**config.mk**
```make
export PLATFORM = sky130hd
export DESIGN_NAME = clock_div_bank
export DESIGN_NICKNAME = d
export VERILOG_FILES = /design/src/rtl/clock_div_bank.sv
export SDC_FILE = /design/constraint.sdc
export NUM_CORES = 1
export LEC_CHECK = 0
export ABC_AREA = 1
export BUFFER_PORTS_ARGS = -buffer_cell sky130_fd_sc_hd__buf_2
export CAP_MARGIN = 15
export CORE_MARGIN = 2
export CORE_UTILIZATION = 55
export DETAILED_ROUTE_END_ITERATION = 8
export PLACE_DENSITY_LB_ADDON = 0.08
export SKIP_LAST_GASP = 1
export SYNTH_ARGS = -nofsm -noshare
export SYNTH_HDL_FRONTEND = slang
export SYNTH_SLANG_ARGS = --single-unit
```
**constraint.sdc**
```tcl
create_clock -name clk -period 5.65 [get_ports clk]
set_clock_uncertainty 0.2 [all_clocks]
set_input_delay 0.565 -clock clk [delete_from_list [all_inputs] [get_ports clk]]
set_output_delay 0.565 -clock clk [all_outputs]
set_load 0.005 [all_outputs]
```
**src/rtl/clock_div_bank.sv**
```systemverilog
// clock_div_bank: a bank of CHANNELS independent programmable clock dividers.
// Each channel counts 0..P and drives a registered divided clock (high while
// cnt < H) plus a one-cycle tick at the start of every period. New P/H values
// are written through a shadow register and take effect only at a period
// boundary, so a period never mixes old and new settings.
// Optional feature: define CLKDIV_SYNC_EN to make the sync input realign all
// running channels; without it the sync input is accepted but ignored.
module clock_div_bank #(
    parameter int CHANNELS       = 4,
    parameter int WIDTH          = 16,
    parameter int DEFAULT_PERIOD = 9,
    parameter int DEFAULT_HIGH   = 5,
    localparam int CH_W          = (CHANNELS > 1) ? $clog2(CHANNELS) : 1
) (
    input  logic                clk,
    input  logic                rst_n,
    input  logic [CHANNELS-1:0] en,
    input  logic                cfg_valid,
    output logic                cfg_ready,
    input  logic [CH_W-1:0]     cfg_ch,
    input  logic [WIDTH-1:0]    cfg_period,
    input  logic [WIDTH-1:0]    cfg_high,
    input  logic                sync,
    output logic [CHANNELS-1:0] clk_out,
    output logic [CHANNELS-1:0] tick
);

    typedef enum logic {
        ST_IDLE = 1'b0,
        ST_RUN  = 1'b1
    } state_t;

    localparam logic [WIDTH-1:0] ZERO_W = {WIDTH{1'b0}};
    localparam logic [WIDTH-1:0] ONE_W  = WIDTH'(1'b1);
    localparam logic [WIDTH-1:0] DEF_P  = WIDTH'(DEFAULT_PERIOD);
    localparam logic [WIDTH-1:0] DEF_H  = WIDTH'(DEFAULT_HIGH);

    logic [CHANNELS-1:0] pend_vec_s;
    logic                sync_s;

`ifdef CLKDIV_SYNC_EN
    assign sync_s = sync;
`else
    logic unused_sync_s;
    assign unused_sync_s = sync;
    assign sync_s        = 1'b0;
`endif

    // Configuration handshake: ready only for an in-range channel with no update waiting
    always_comb begin
        if (32'(cfg_ch) < 32'(CHANNELS)) begin
            cfg_ready = ~pend_vec_s[cfg_ch];
        end else begin
            cfg_ready = 1'b0;
        end
    end

    for (genvar g = 0; g < CHANNELS; g++) begin : g_ch
        state_t           state_r;
        state_t           state_s;
        logic [WIDTH-1:0] cnt_r;
        logic [WIDTH-1:0] cnt_s;
        logic [WIDTH-1:0] per_r;
        logic [WIDTH-1:0] per_s;
        logic [WIDTH-1:0] high_r;
        logic [WIDTH-1:0] high_s;
        logic [WIDTH-1:0] sh_per_r;
        logic [WIDTH-1:0] sh_per_s;
        logic [WIDTH-1:0] sh_high_r;
        logic [WIDTH-1:0] sh_high_s;
        logic             pend_r;
        logic             pend_s;
        logic             take_s;
        logic             apply_s;
        logic             tick_r;
        logic             tick_s;
        logic             clk_r;
        logic             clk_s;

        assign take_s        = cfg_valid & cfg_ready & (cfg_ch == CH_W'(g));
        assign pend_vec_s[g] = pend_r;
        assign tick[g]       = tick_r;
        assign clk_out[g]    = clk_r;

        // Next-state: counter sequencing, boundary-aligned shadow apply, shadow capture
        always_comb begin
            state_s   = state_r;
            cnt_s     = cnt_r;
            per_s     = per_r;
            high_s    = high_r;
            sh_per_s  = sh_per_r;
            sh_high_s = sh_high_r;
            pend_s    = pend_r;
            apply_s   = 1'b0;

            case (state_r)
                ST_IDLE: begin
                    // An idle channel has no period in flight, so an update lands at once
                    apply_s = pend_r;
                    cnt_s   = ZERO_W;
                    if (en[g]) begin
                        state_s = ST_RUN;
                    end else begin
                        state_s = ST_IDLE;
                    end
                end
                ST_RUN: begin
                    apply_s = pend_r & ((cnt_r == per_r) | sync_s);
                    if (!en[g]) begin
                        state_s = ST_IDLE;
                        cnt_s   = ZERO_W;
                    end else if ((cnt_r == per_r) || sync_s) begin
                        state_s = ST_RUN;
                        cnt_s   = ZERO_W;
                    end else begin
                        state_s = ST_RUN;
                        cnt_s   = cnt_r + ONE_W;
                    end
                end
                default: begin
                    state_s = ST_IDLE;
                    cnt_s   = ZERO_W;
                end
            endcase

            if (apply_s) begin
                per_s  = sh_per_r;
                high_s = sh_high_r;
                pend_s = 1'b0;
            end else begin
                per_s  = per_r;
                high_s = high_r;
            end

            // take_s needs pend_r low and apply_s needs it high, so they never collide
            if (take_s) begin
                sh_per_s  = cfg_period;
                sh_high_s = cfg_high;
                pend_s    = 1'b1;
            end else begin
                sh_per_s  = sh_per_r;
                sh_high_s = sh_high_r;
            end

            // Outputs are derived from next-cycle values so they register in step with cnt
            if (state_s == ST_RUN) begin
                tick_s = (cnt_s == ZERO_W);
                clk_s  = (cnt_s < high_s);
            end else begin
                tick_s = 1'b0;
                clk_s  = 1'b0;
            end
        end

        // Channel state and registered outputs, async-cleared to defaults
        always_ff @(posedge clk or negedge rst_n) begin
            if (!rst_n) begin
                state_r   <= ST_IDLE;
                cnt_r     <= ZERO_W;
                per_r     <= DEF_P;
                high_r    <= DEF_H;
                sh_per_r  <= DEF_P;
                sh_high_r <= DEF_H;
                pend_r    <= 1'b0;
                tick_r    <= 1'b0;
                clk_r     <= 1'b0;
            end else begin
                state_r   <= state_s;
                cnt_r     <= cnt_s;
                per_r     <= per_s;
                high_r    <= high_s;
                sh_per_r  <= sh_per_s;
                sh_high_r <= sh_high_s;
                pend_r    <= pend_s;
                tick_r    <= tick_s;
                clk_r     <= clk_s;
            end
        end
    end

endmodule

```
==> results.json, run 1 <==
{
  "outcome": "complete, no violations",
  "ys_types": 43,
  "slew_of_the_pin_with_the_lowest_slew_margin_ns": 0.879,
  "grt_pass1_wl_mm": 61.8,
  "maxSlewViolCount": 0,
  "synth_simple_gate_area_share_pct": 22.6,
  "final-instance-count-excl-fill": 2377,
  "drc_markers": 0,
  "routed_wire_length_per_instance_um": 15.8,
  "io-pin-count": 51,
  "worst_hold_path_type": "primary input to flip-flop",
  "number_of_synthesis_warnings": 0,
  "clockRootBuffer": "clkbuf_16",
  "power-per-cell-area_nw_per_um2": 427,
  "tritoncts.num_buffers": 38,
  "cts.path.max_buffers": 3,
  "globalRouteOverflowTotal": 0,
  "yosys.area_share.xor_xnor_pct": 1.25,
  "timing.hold.worst.start": "en[0]",
  "number_of_post_cts_setup_repair_buffers": 0,
  "setup.worst_path.start_class": "flip-flop",
  "synth_seq_cells": 336,
  "synth_top_family_by_area": "simple AND/OR/NAND/NOR gates",
  "grt_start_max_net_pins": 118,
  "fill_cell_total_of_the_finished_layout": 2517,
  "report.final.hold_viol_count": 0,
  "die_width_um": 175,
  "synth-adder-area-share_pct": 4.96,
  "critical_path.startpoint": "g_ch[2].per_r[3]$_DFFE_PN1N_",
  "synthesis.area_per_instance_um2": 8.39,
  "tns_ns": 0,
  "timing.slew.headroom_pct": 41.3,
  "muxShareOfSynthArea_pct": 0,
  "critical_path_arrival_ns": 4.12,
  "synthToLayoutAreaGrowth_pct": 11.3,
  "dieArea_um2": 30700,
  "min_period_ns": 3.90,
  "drt_iter0_markers": 819,
  "num_antenna_cells": 0,
  "tritoncts": "yes",
  "syn_nets": 2031,
  "grt_busiest_layer": "met2",
  "floorplan.die.height_um": 175,
  "worst_ep_required_time_ns": 5.87,
  "post_synth_edffs": 0,
  "rsz_0062_raised_after_global_routing": "false",
  "drtAntennaViolNets": 0,
  "grt_use_total_pct": 25.7,
  "timing.critical_path.fanout_max": 27,
  "critical_path_class": "flip-flop to flip-flop",
  "tritoncts_num_sinks": 336,
  "synth_compound_gate_area_share_pct": 10.0,
  "groute.layer.met1.usage_pct": 37.9,
  "floorplan.initialDensity_pct": 56.1,
  "mappedNetlistArea_um2": 16100,
  "vdd_drop_max_uv": 338,
  "global_routing_met3_resource_utilization_pct": 3.66,
  "grt_antenna_before_repair": 3,
  "number_of_global_route_vias_before_repair": 11800,
  "r2r_setup_slack_ns": 1.75,
  "placeableCoreArea_um2": 28800,
  "detailed_place.area_um2": 16700,
  "dr.pass1.iters": 5,
  "finalSetupViolations": 0,
  "cp-end-kind": "flip-flop",
  "routed-via-count": 12200,
  "vias_per_cell": 5.13,
  "synth-main-ff-cell": "dfrtp_1",
  "fin_area_um2": 18000,
  "io_buffers": 49,
  "place_congestion": 0.888,
  "postSynth.asyncResetShare_pct": 100,
  "clkLatencyLatePin_ns": 0.52,
  "synth_cells": 1925,
  "sequential_element_share_of_the_synthesized_area_pct": 52.3,
  "drive_gt1_share_pct": 13.0,
  "grt_use_met2_pct": 39.6,
  "placed_cells": 2303,
  "clkSlewWorstSetupHoldPaths_ns": 0.06,
  "cap_viol_max_count": 0,
  "launching_point_of_the_worst_reg2reg_path": "g_ch[2].per_r[3]$_DFFE_PN1N_",
  "drt_wl_total_mm": 37.7,
  "final_util_pct": 62.4,
  "num_rows": 62,
  "p_leak_nw": 9.19,
  "max_freq_ghz": 0.257,
  "post_dp_hpwl_mm": 25.4,
  "final_nets": 2069,
  "fin_crit_sh_pct": 69.0,
  "count_of_h_tree_levels_built_during_cts": 2
}
[metal layers]
layer	up-vias	share of wire (%)
met1	5713	47
met5	-	0
li1	6155	-
met4	0	2.9
met3	65	5.6
met2	254	44
[timing repair]
item                                   4_1_cts  5_1_grt
hold buffers                                 2        0
resized for setup                            0        0
setup endpoints to repair                    0        0
endpoints found under the hold margin       93        0
[power by group]
group	leakage [nW]	total [mW]	internal (mW)	switching, mW
clock network	0.610	2.42	1.47	0.955
logic	4.38	1.80	0.731	1.07
registers	4.20	3.44	3.15	0.292
[layout make-up]
class,count,area (um^2),share of cell area (%)
Sequential cell,336,8450,47.0
Multi-Input combinational cell,1231,6290,35.0
Clock buffer,62,1170,6.54
Inverter,296,1120,6.21
Tap cell,384,480,2.67
Timing Repair Buffer,60,393,2.19
Clock inverter,8,67.6,0.376
[Yosys cell counts (2+ instances only)]
cell type  instances  area [um^2]
clkbuf_1          25         93.8
xor2_1            21          184
o21ai_0          246         1230
dfrtp_1          304         7610
o211ai_1           2         15.0
inv_1            278         1040
nor2_4             2         22.5
or2_1              2         12.5
o21ai_1           25          125
dfstp_2           32          841
nor2_2             7         43.8
nor4_1             9         56.3
buf_6              2         22.5
inv_2             17         63.8
ha_1              64          801
a211oi_1          10         75.1
buf_1              4         15.0
buf_4              8         60.1
nor3_2             4         40.0
nand3_2            3         30.0
nor3b_1            3         22.5
nor3_1            24          120
or2_2             60          375
nand2_1          521         1960
clkbuf_2           3         15.0
nor3_4             4         65.1
xnor2_1            2         17.5
nor2_1           101          379
nand4_1           17          106
nand3b_1           3         22.5
nand3_1           53          265
and2_1             4         25.0
o221ai_1           3         26.3
a21oi_1           26          130
nand2_2            9         56.3
buf_2             20          100
[state kept, by name, indices dropped and copies added (netlist names)]
register and flops:
g_ch.cnt_r 64, g_ch.high_r 64, g_ch.per_r 64, g_ch.sh_high_r 64
g_ch.sh_per_r 64, g_ch.clk_r 4, g_ch.pend_r 4, g_ch.state_r 4
g_ch.tick_r 4
[per-stage QoR]
| step | power (mW) | setup WS (ns) | hold slack [ns] |
|---|---|---|---|
| after floorplan | 4.79 | 3.00 | 0.0694 |
| after global placement | 5.19 | 1.82 | 0.262 |
| after detailed placement | 5.27 | 1.73 | 0.268 |
| after CTS | 7.74 | 1.70 | 0.00307 |
| after global routing | 8.26 | 1.34 | 0.0134 |
| final | 7.66 | 1.75 | 0.0290 |
[cells in the final DEF, fill, tap and decap left out, types with 9 or more instances in the layout]
| cell type | instances |
|---|---|
| ha_1 | 64 |
| nor4_1 | 9 |
| nand2_2 | 9 |
| nand4_1 | 17 |
| inv_2 | 17 |
| nand3_1 | 51 |
| nor3_1 | 24 |
| nor2_1 | 101 |
| or2_2 | 60 |
| dfrtp_1 | 304 |
| clkbuf_1 | 14 |
| o21ai_1 | 25 |
| o21ai_0 | 246 |
| xor2_1 | 21 |
| a21oi_1 | 26 |
| buf_2 | 48 |
| a211oi_1 | 10 |
| inv_1 | 278 |
| dfstp_2 | 32 |
| clkbuf_16 | 41 |
| nand2_1 | 521 |
[path summary, 6_finish.rpt]
check                      cells past startpoint                              end
setup reg to reg                              19          g_ch[2].clk_r$_DFF_PN0_
max in group asynchronous                      3     g_ch[0].high_r[13]$_DFF_PN0_
hold / removal                                 1        g_ch[0].state_r$_DFF_PN0_
hold reg to reg                                2    g_ch[1].per_r[15]$_DFFE_PN0N_
setup / recovery                              19          g_ch[2].clk_r$_DFF_PN0_
min in group asynchronous                      2  g_ch[2].sh_per_r[1]$_DFFE_PN0P_
[cells by family after synthesis]
group                      Yosys count
AOI/OAI and AO/OA                  314
xor gates and xnor gates            23
adders and majority gates           64
buffers and inverters              358
DFF                                336
and+or+nand+nor                    830
[worst max-delay path, stage by stage (launching register included)]
cell and delay (ns):
dfstp_2 0.52, inv_1 0.05, nand2_1 0.05, nand2_1 0.06, nor2_1 0.11, nand2_1 0.06, nor2_1 0.12, nand2_1 0.11
nand2_2 0.14, nand2_2 0.21, inv_1 0.48, buf_4 0.37, or2_2 0.16, o21ai_0 0.11, ha_1 0.31, nand2_1 0.07
inv_1 0.05, a311oi_1 0.22, o211ai_1 0.15, a21oi_1 0.21
(Power assumes the default switching activity.)
==> run 2: changes to the inputs <==
==> constraint.sdc (replaced) <==
create_clock -name clk -period 3.5 [get_ports clk]
set_clock_uncertainty 0.2 [all_clocks]
set_input_delay 0.35 -clock clk [delete_from_list [all_inputs] [get_ports clk]]
set_output_delay 0.35 -clock clk [all_outputs]
set_load 0.005 [all_outputs]
==> run 2 against run 1 <==
Compared with the run above: via count grew 1.4%; die area is the same; final cell count grew 0.59%; critical path depth stayed put; global-route usage rose by 0.31 points; maximum frequency grew 26%; hold slack lost 0.0058 ns; largest power group unchanged; highest routed layer unchanged.
==> results.json, run 2 (same netlist as run 1, synthesis figures left out) <==
{
  "outcome": "complete, no violations",
  "floorplan.initialDensity_pct": 56.1,
  "slowest_stage": "dfstp_2",
  "fin_crit_sh_pct": 88.6,
  "critical_path.startpoint": "g_ch[2].per_r[3]$_DFFE_PN1N_",
  "register_area_um2": 8450,
  "critical_path_arrival_ns": 3.33,
  "cp_slowest_stage_delay_ns": 0.53,
  "globalRouteOverflowTotal": 0,
  "cap_viol_max_count": 0,
  "preCtsSetupSlack_ns": 0.434,
  "number_of_global_route_vias_before_repair": 11900,
  "timing.final.ws_setup_ns": 0.399,
  "io-pin-count": 51,
  "critPathBufInv": 3,
  "report.final.hold_viol_count": 0,
  "cts.path.max_buffers": 3,
  "drc_markers": 0,
  "total_area_of_multi_input_combinational_cells_um2": 6290,
  "critical_path_class": "flip-flop to flip-flop",
  "r2r.worst_path.cells": 19,
  "setup.worst_path.start_class": "flip-flop",
  "floorplan.die.height_um": 175,
  "r2r_end": "g_ch[2].clk_r$_DFF_PN0_",
  "drtAntennaViolNets": 0,
  "grt_antenna_before_repair": 3,
  "maxSlewViolCount": 0,
  "detailed_place.area_um2": 16800,
  "logic_depth_of_the_worst_path_buffers_included": 19,
  "fin_area_um2": 18000,
  "cp_cell_sequence": "inv_1 -> nand2_1 -> nand2_1 -> nor2_1 -> nand2_1 -> nor2_1 -> nand2_1 -> nand2_2 -> nand2_2 -> inv_1 -> buf_4 -> or2_2 -> o21ai_0 -> ha_1 -> nand2_1 -> nor2_1 -> a211oi_1 -> nand2_1 -> a21oi_1",
  "synthToLayoutAreaGrowth_pct": 11.6,
  "final_nets": 2085,
  "drive_gt1_share_pct": 13.6,
  "final_common_cell": "nand2_1",
  "worst_hold_path_type": "primary input to flip-flop",
  "drt_iter0_markers": 966,
  "crit_top_cell": "nand2_1",
  "dr.pass1.iters": 7,
  "dieArea_um2": 30700,
  "count_of_h_tree_levels_built_during_cts": 2,
  "post_cts_resize_count": 0,
  "timing.slew.headroom_pct": 56.8,
  "endpoint": "g_ch[2].clk_r$_DFF_PN0_",
  "finalSetupViolations": 0,
  "vdd_drop_max_uv": 450,
  "max_freq_ghz": 0.323,
  "total_power_mw": 12.2,
  "placed_cells": 2319,
  "io_buffers": 49,
  "num_rows": 62,
  "min_period_ns": 3.10,
  "drt_wl_total_mm": 38.3,
  "placeableCoreArea_um2": 28800,
  "number_of_post_cts_setup_repair_buffers": 0,
  "tritoncts": "yes",
  "tns_ns": 0,
  "timing.critical_path.fanout_max": 13,
  "clkSlewWorstSetupHoldPaths_ns": 0.06,
  "rsz_0062_raised_after_global_routing": "false",
  "postCtsHoldBufs": 5,
  "r2r_setup_slack_ns": 0.40,
  "die_width_um": 175,
  "post_dp_hpwl_mm": 26.2,
  "clkLatencyLatePin_ns": 0.52,
  "slew_of_the_pin_with_the_lowest_slew_margin_ns": 0.647,
  "tritoncts.num_buffers": 37,
  "grt_pass1_wl_mm": 62.6,
  "p_leak_nw": 9.23,
  "launching_point_of_the_worst_reg2reg_path": "g_ch[2].per_r[3]$_DFFE_PN1N_",
  "place_congestion": 0.889,
  "tritoncts_num_sinks": 336,
  "routed_wire_length_per_instance_um": 16.0,
  "vias_per_cell": 5.17,
  "fill_cell_total_of_the_finished_layout": 2538,
  "grt_use_total_pct": 26.0,
  "power-per-cell-area_nw_per_um2": 679,
  "routed-via-count": 12400,
  "grt_start_max_net_pins": 82,
  "critPathTopFamily": "simple AND/OR/NAND/NOR gates",
  "final-instance-count-excl-fill": 2391,
  "cp-end-kind": "flip-flop",
  "layout.cells.most_common_list": "nand2_1 (521), dfrtp_1 (304), inv_1 (278)",
  "worst_ep_required_time_ns": 3.73,
  "clockRootBuffer": "clkbuf_16"
}
run 2: layout make-up:
| type | count | share of cell area, % |
|---|---|---|
| Inverter | 296 | 6.19 |
| Timing Repair Buffer | 77 | 3.00 |
| Antenna cell | 2 | 0.0278 |
| Sequential cell | 336 | 46.9 |
| Multi-Input combinational cell | 1231 | 34.9 |
| Clock buffer | 55 | 5.95 |
| Clock inverter | 10 | 0.430 |
| Tap cell | 384 | 2.67 |
run 2: layer usage:
layer / GRT usage [%] / part of all wire, % / vias to the layer above
met5: 0 / 0 / -
met4: 6.56 / 2.1 / 0
met3: 3.64 / 4.3 / 46
met2: 41.2 / 46 / 224
met1: 38.0 / 48 / 5916
li1: - / - / 6166
run 2: how the worst min path moves through the flow:
stage,from,end,slack [ns],cells past startpoint
global placement,rst_n,g_ch[2].sh_per_r[1]$_DFFE_PN0P_,0.18,1
global route,cfg_high[4],g_ch[1].sh_high_r[4]$_DFFE_PN0P_,0.05,3
CTS,cfg_high[1],g_ch[1].sh_high_r[1]$_DFFE_PN0P_,0.03,3
floorplan,rst_n,g_ch[0].clk_r$_DFF_PN0_,-0.15,0
detailed placement,rst_n,g_ch[2].sh_per_r[1]$_DFFE_PN0P_,0.18,1
finish,cfg_high[4],g_ch[3].sh_high_r[4]$_DFFE_PN0P_,0.02,3
run 2: tightest hold or removal path, stage by stage:
cell and delay, ns:
buf_2 0.07, inv_1 0.11, o21ai_0 0.18
run 2: metrics by stage:
step | utilization [%] | hold slack [ns]
5_1_grt | 62.6 | 0.0525
3_5_place_dp | 58.5 | 0.178
3_3_place_gp | 58.5 | 0.175
4_1_cts | 62.6 | 0.0340
6_report | 62.6 | 0.0232
2_1_floorplan | - | -0.146
run 2: power breakdown:
group	internal [mW]	switching, mW	total (mW)
Clock	2.19	1.54	3.73
Combinational	1.20	1.75	2.95
Sequential	5.08	0.480	5.56
==> run 3: changes to the inputs <==
--- a/config.mk
+++ b/config.mk
@@ -5,7 +5,6 @@
 export SDC_FILE = /design/constraint.sdc
 export NUM_CORES = 1
 export LEC_CHECK = 0
-export ABC_AREA = 1
 export BUFFER_PORTS_ARGS = -buffer_cell sky130_fd_sc_hd__buf_2
 export CAP_MARGIN = 15
 export CORE_MARGIN = 2
==> run 3 against run 2 <==
Compared with the run above: die area fell by 0.47%; global-route usage fell by 1.1 points; routed wire length fell by 3.7%; highest routed layer unchanged; synthesized cell count fell by 32%; sequential share of layout area fell by 2.2 points; largest power group unchanged.
==> results.json, run 3 <==
{
  "outcome": "complete, no violations",
  "routed_wire_length_per_instance_um": 19.8,
  "placeableCoreArea_um2": 28700,
  "dieArea_um2": 30600,
  "final_common_cell": "dfrtp_1",
  "hold_ws_ns": 0.0108,
  "fin_crit_sh_pct": 96.9,
  "synth_cells": 1318,
  "grt_antenna_before_repair": 1,
  "slew_of_the_pin_with_the_lowest_slew_margin_ns": 0.665,
  "drive_gt1_share_pct": 34.2,
  "io-pin-count": 51,
  "synth-main-ff-cell": "dfrtp_1",
  "clkLatencyLatePin_ns": 0.51,
  "cp-end-kind": "flip-flop",
  "drt_iter0_markers": 717,
  "whs_path_depth": 2,
  "r2r.worst_path.cells": 13,
  "tritoncts": "yes",
  "clkSlewWorstSetupHoldPaths_ns": 0.06,
  "die_width_um": 175,
  "grt_start_max_net_pins": 85,
  "crit_top_cell": "nand4_1",
  "cap_viol_max_count": 0,
  "drc_markers": 0,
  "globalRouteOverflowTotal": 0,
  "synth_seq_cells": 336,
  "cts.path.max_buffers": 3,
  "yosys-top-cells-count": "dfrtp_1 (304), mux2_2 (181), xnor2_1 (87), nor2_1 (83), inv_1 (74)",
  "ys_types": 60,
  "timing.critical_path.fanout_max": 8,
  "tritoncts.num_buffers": 37,
  "mappedNetlistArea_um2": 16100,
  "critical_path_class": "flip-flop to flip-flop",
  "post_synth_main_area_contributors": "dfrtp_1 (47%), mux2_2 (13%), dfstp_2 (5.2%), ha_1 (5.0%), xnor2_1 (4.7%)",
  "slowest_stage": "dfrtp_1",
  "synth_top_cell_by_area": "dfrtp_1",
  "worst_hold_path_type": "primary input to flip-flop",
  "vias_per_cell": 5.52,
  "synthToLayoutAreaGrowth_pct": 17.7,
  "num_rows": 62,
  "num_antenna_cells": 0,
  "routed-via-count": 10300,
  "layout.cells.most_common_list": "dfrtp_1 (302), mux2_2 (181), buf_4 (106)",
  "p_leak_nw": 8.82,
  "floorplan.initialDensity_pct": 56.0,
  "drtAntennaViolNets": 0,
  "number_of_global_route_vias_before_repair": 10500,
  "final-instance-count-excl-fill": 1859,
  "io_buffers": 49,
  "grt_use_total_pct": 24.9,
  "grt_pass1_wl_mm": 58.4,
  "tritoncts_num_sinks": 336,
  "synthesis.area_per_instance_um2": 12.2,
  "min_period_ns": 3.39,
  "critPathTopFamily": "simple AND/OR/NAND/NOR gates",
  "logic_depth_of_the_worst_path_buffers_included": 13,
  "synth_top_cell_area_share_pct": 47.3,
  "drt_wl_total_mm": 36.9,
  "max_freq_ghz": 0.295,
  "cell_with_the_most_instances_after_synthesis": "dfrtp_1",
  "postSynth.asyncResetShare_pct": 100,
  "floorplan.die.height_um": 175,
  "timing.slew.headroom_pct": 55.6,
  "cp_slowest_stage_delay_ns": 0.44,
  "post_dp_hpwl_mm": 25.4,
  "report.final.hold_viol_count": 0,
  "count_of_h_tree_levels_built_during_cts": 2,
  "maxSlewViolCount": 0,
  "number_of_synthesis_warnings": 0,
  "critical_path_arrival_ns": 3.57,
  "vdd_drop_max_uv": 463,
  "power-per-cell-area_nw_per_um2": 640,
  "clockRootBuffer": "clkbuf_16",
  "worst_ep_required_time_ns": 3.68,
  "sequential_element_share_of_the_synthesized_area_pct": 52.6,
  "syn_nets": 1424,
  "dr.pass1.iters": 5,
  "place_congestion": 0.895,
  "cp_cell_sequence": "xor2_1 -> nor4_2 -> nand4_1 -> a21boi_4 -> buf_6 -> buf_4 -> mux2i_1 -> ha_1 -> nand4_1 -> o31ai_2 -> nor3_1 -> nor2_1 -> o41ai_2",
  "setup.worst_path.start_class": "flip-flop",
  "finalSetupViolations": 0,
  "critPathBufInv": 2,
  "final_nets": 1555,
  "placed_cells": 1774,
  "post_synth_edffs": 0
}
## run 3: changes by cell type after synthesis, sizes merged, moves of 15 or more
cell / delta
nand2: -488
o21ai: -256
inv: -222
mux2: +197
xnor2: +85
mux2i: +62
or2: -60
nor2: -27
and3: +25
xor2: +24
nand3: -22
nor3: -18
nand4: +15
## run 3: cells by family (layout without fill, tap and decap cells)
group	after synthesis	after routing	synth area share, %
adder cells (fa/ha/maj)	64	64	4.98
buffers and inverters	155	312	4.51
AND/OR/NAND/NOR	275	275	8.63
multiplexers	260	260	17.9
XOR/XNOR	132	132	7.19
flip-flops	336	336	52.6
AO/OA/AOI/OAI	96	96	4.17
## run 3: worst reg2reg max path, cell delays in order, from the launching register on
cell and delay [ns]:
dfrtp_1 0.44, xor2_1 0.18, nor4_2 0.34, nand4_1 0.22, a21boi_4 0.27, buf_6 0.18
buf_4 0.12, mux2i_1 0.25, ha_1 0.20, nand4_1 0.19, o31ai_2 0.35, nor3_1 0.10
nor2_1 0.13, o41ai_2 0.08
## run 3: where the power goes
group	internal, mW	total, mW	switching [mW]
Combinational	1.49	2.72	1.23
Clock	2.13	3.64	1.52
Sequential	5.11	5.74	0.628
Total	8.73	12.1	3.38
## run 3: through the flow
stage | setup slack (ns) | setup TNS [ns] | cell area (um^2) | power [mW] | utilization (%)
floorplan | 0.00920 | 0 | 16100 | 7.43 | -
global placement | -0.184 | -0.209 | 17200 | 8.12 | 60.1
detailed placement | -0.216 | -0.270 | 17200 | 8.26 | 60.1
CTS | -0.0386 | -0.0386 | 18500 | 12.0 | 64.4
global route | -0.0416 | -0.0696 | 18900 | 12.8 | 65.9
finish | 0.110 | 0 | 18900 | 12.1 | 65.9
## run 3: cell type report
type	instances	area (um^2)
sequential	336	8450
fill	2264	9790
multi-input combinational	827	7260
inverter	74	278
clock inverter	14	100
tap	384	480
clock buffer	51	1030
timing repair buffer	173	1310
## run 3: worst paths after layout
path | slack, ns | to | from
max in group asynchronous | 1.93 | g_ch[0].high_r[0]$_DFF_PN1_ | rst_n
min in group asynchronous | 0.24 | g_ch[3].sh_per_r[4]$_DFFE_PN0P_ | rst_n
max | 0.11 | g_ch[0].clk_r$_DFF_PN0_ | g_ch[0].cnt_r[15]$_DFF_PN0_
max reg2reg | 0.11 | g_ch[0].clk_r$_DFF_PN0_ | g_ch[0].cnt_r[15]$_DFF_PN0_
min reg2reg | 0.29 | g_ch[0].high_r[1]$_DFF_PN0_ | g_ch[0].high_r[1]$_DFF_PN0_
min | 0.01 | g_ch[3].sh_per_r[5]$_DFFE_PN0P_ | cfg_period[5]
## run 3: timing repair
item                                    4_1_cts  5_1_grt
endpoints found under the hold margin        82        0
pin swaps                                     3       27
gates cloned                                  0        1
hold buffers                                  7        0
gates resized for setup                       7       63
buffers inserted                              2       11
endpoints found under the setup margin        3        4
## run 3: metal layers
| metal | routed length [um] | track usage, % | vias up |
|---|---|---|---|
| li1 | - | - | 4816 |
| met1 | 17500 | 35.6 | 5214 |
| met2 | 17000 | 40.0 | 173 |
| met3 | 1280 | 3.11 | 61 |
| met4 | 1120 | 7.74 | 0 |
| met5 | 0 | 0 | - |
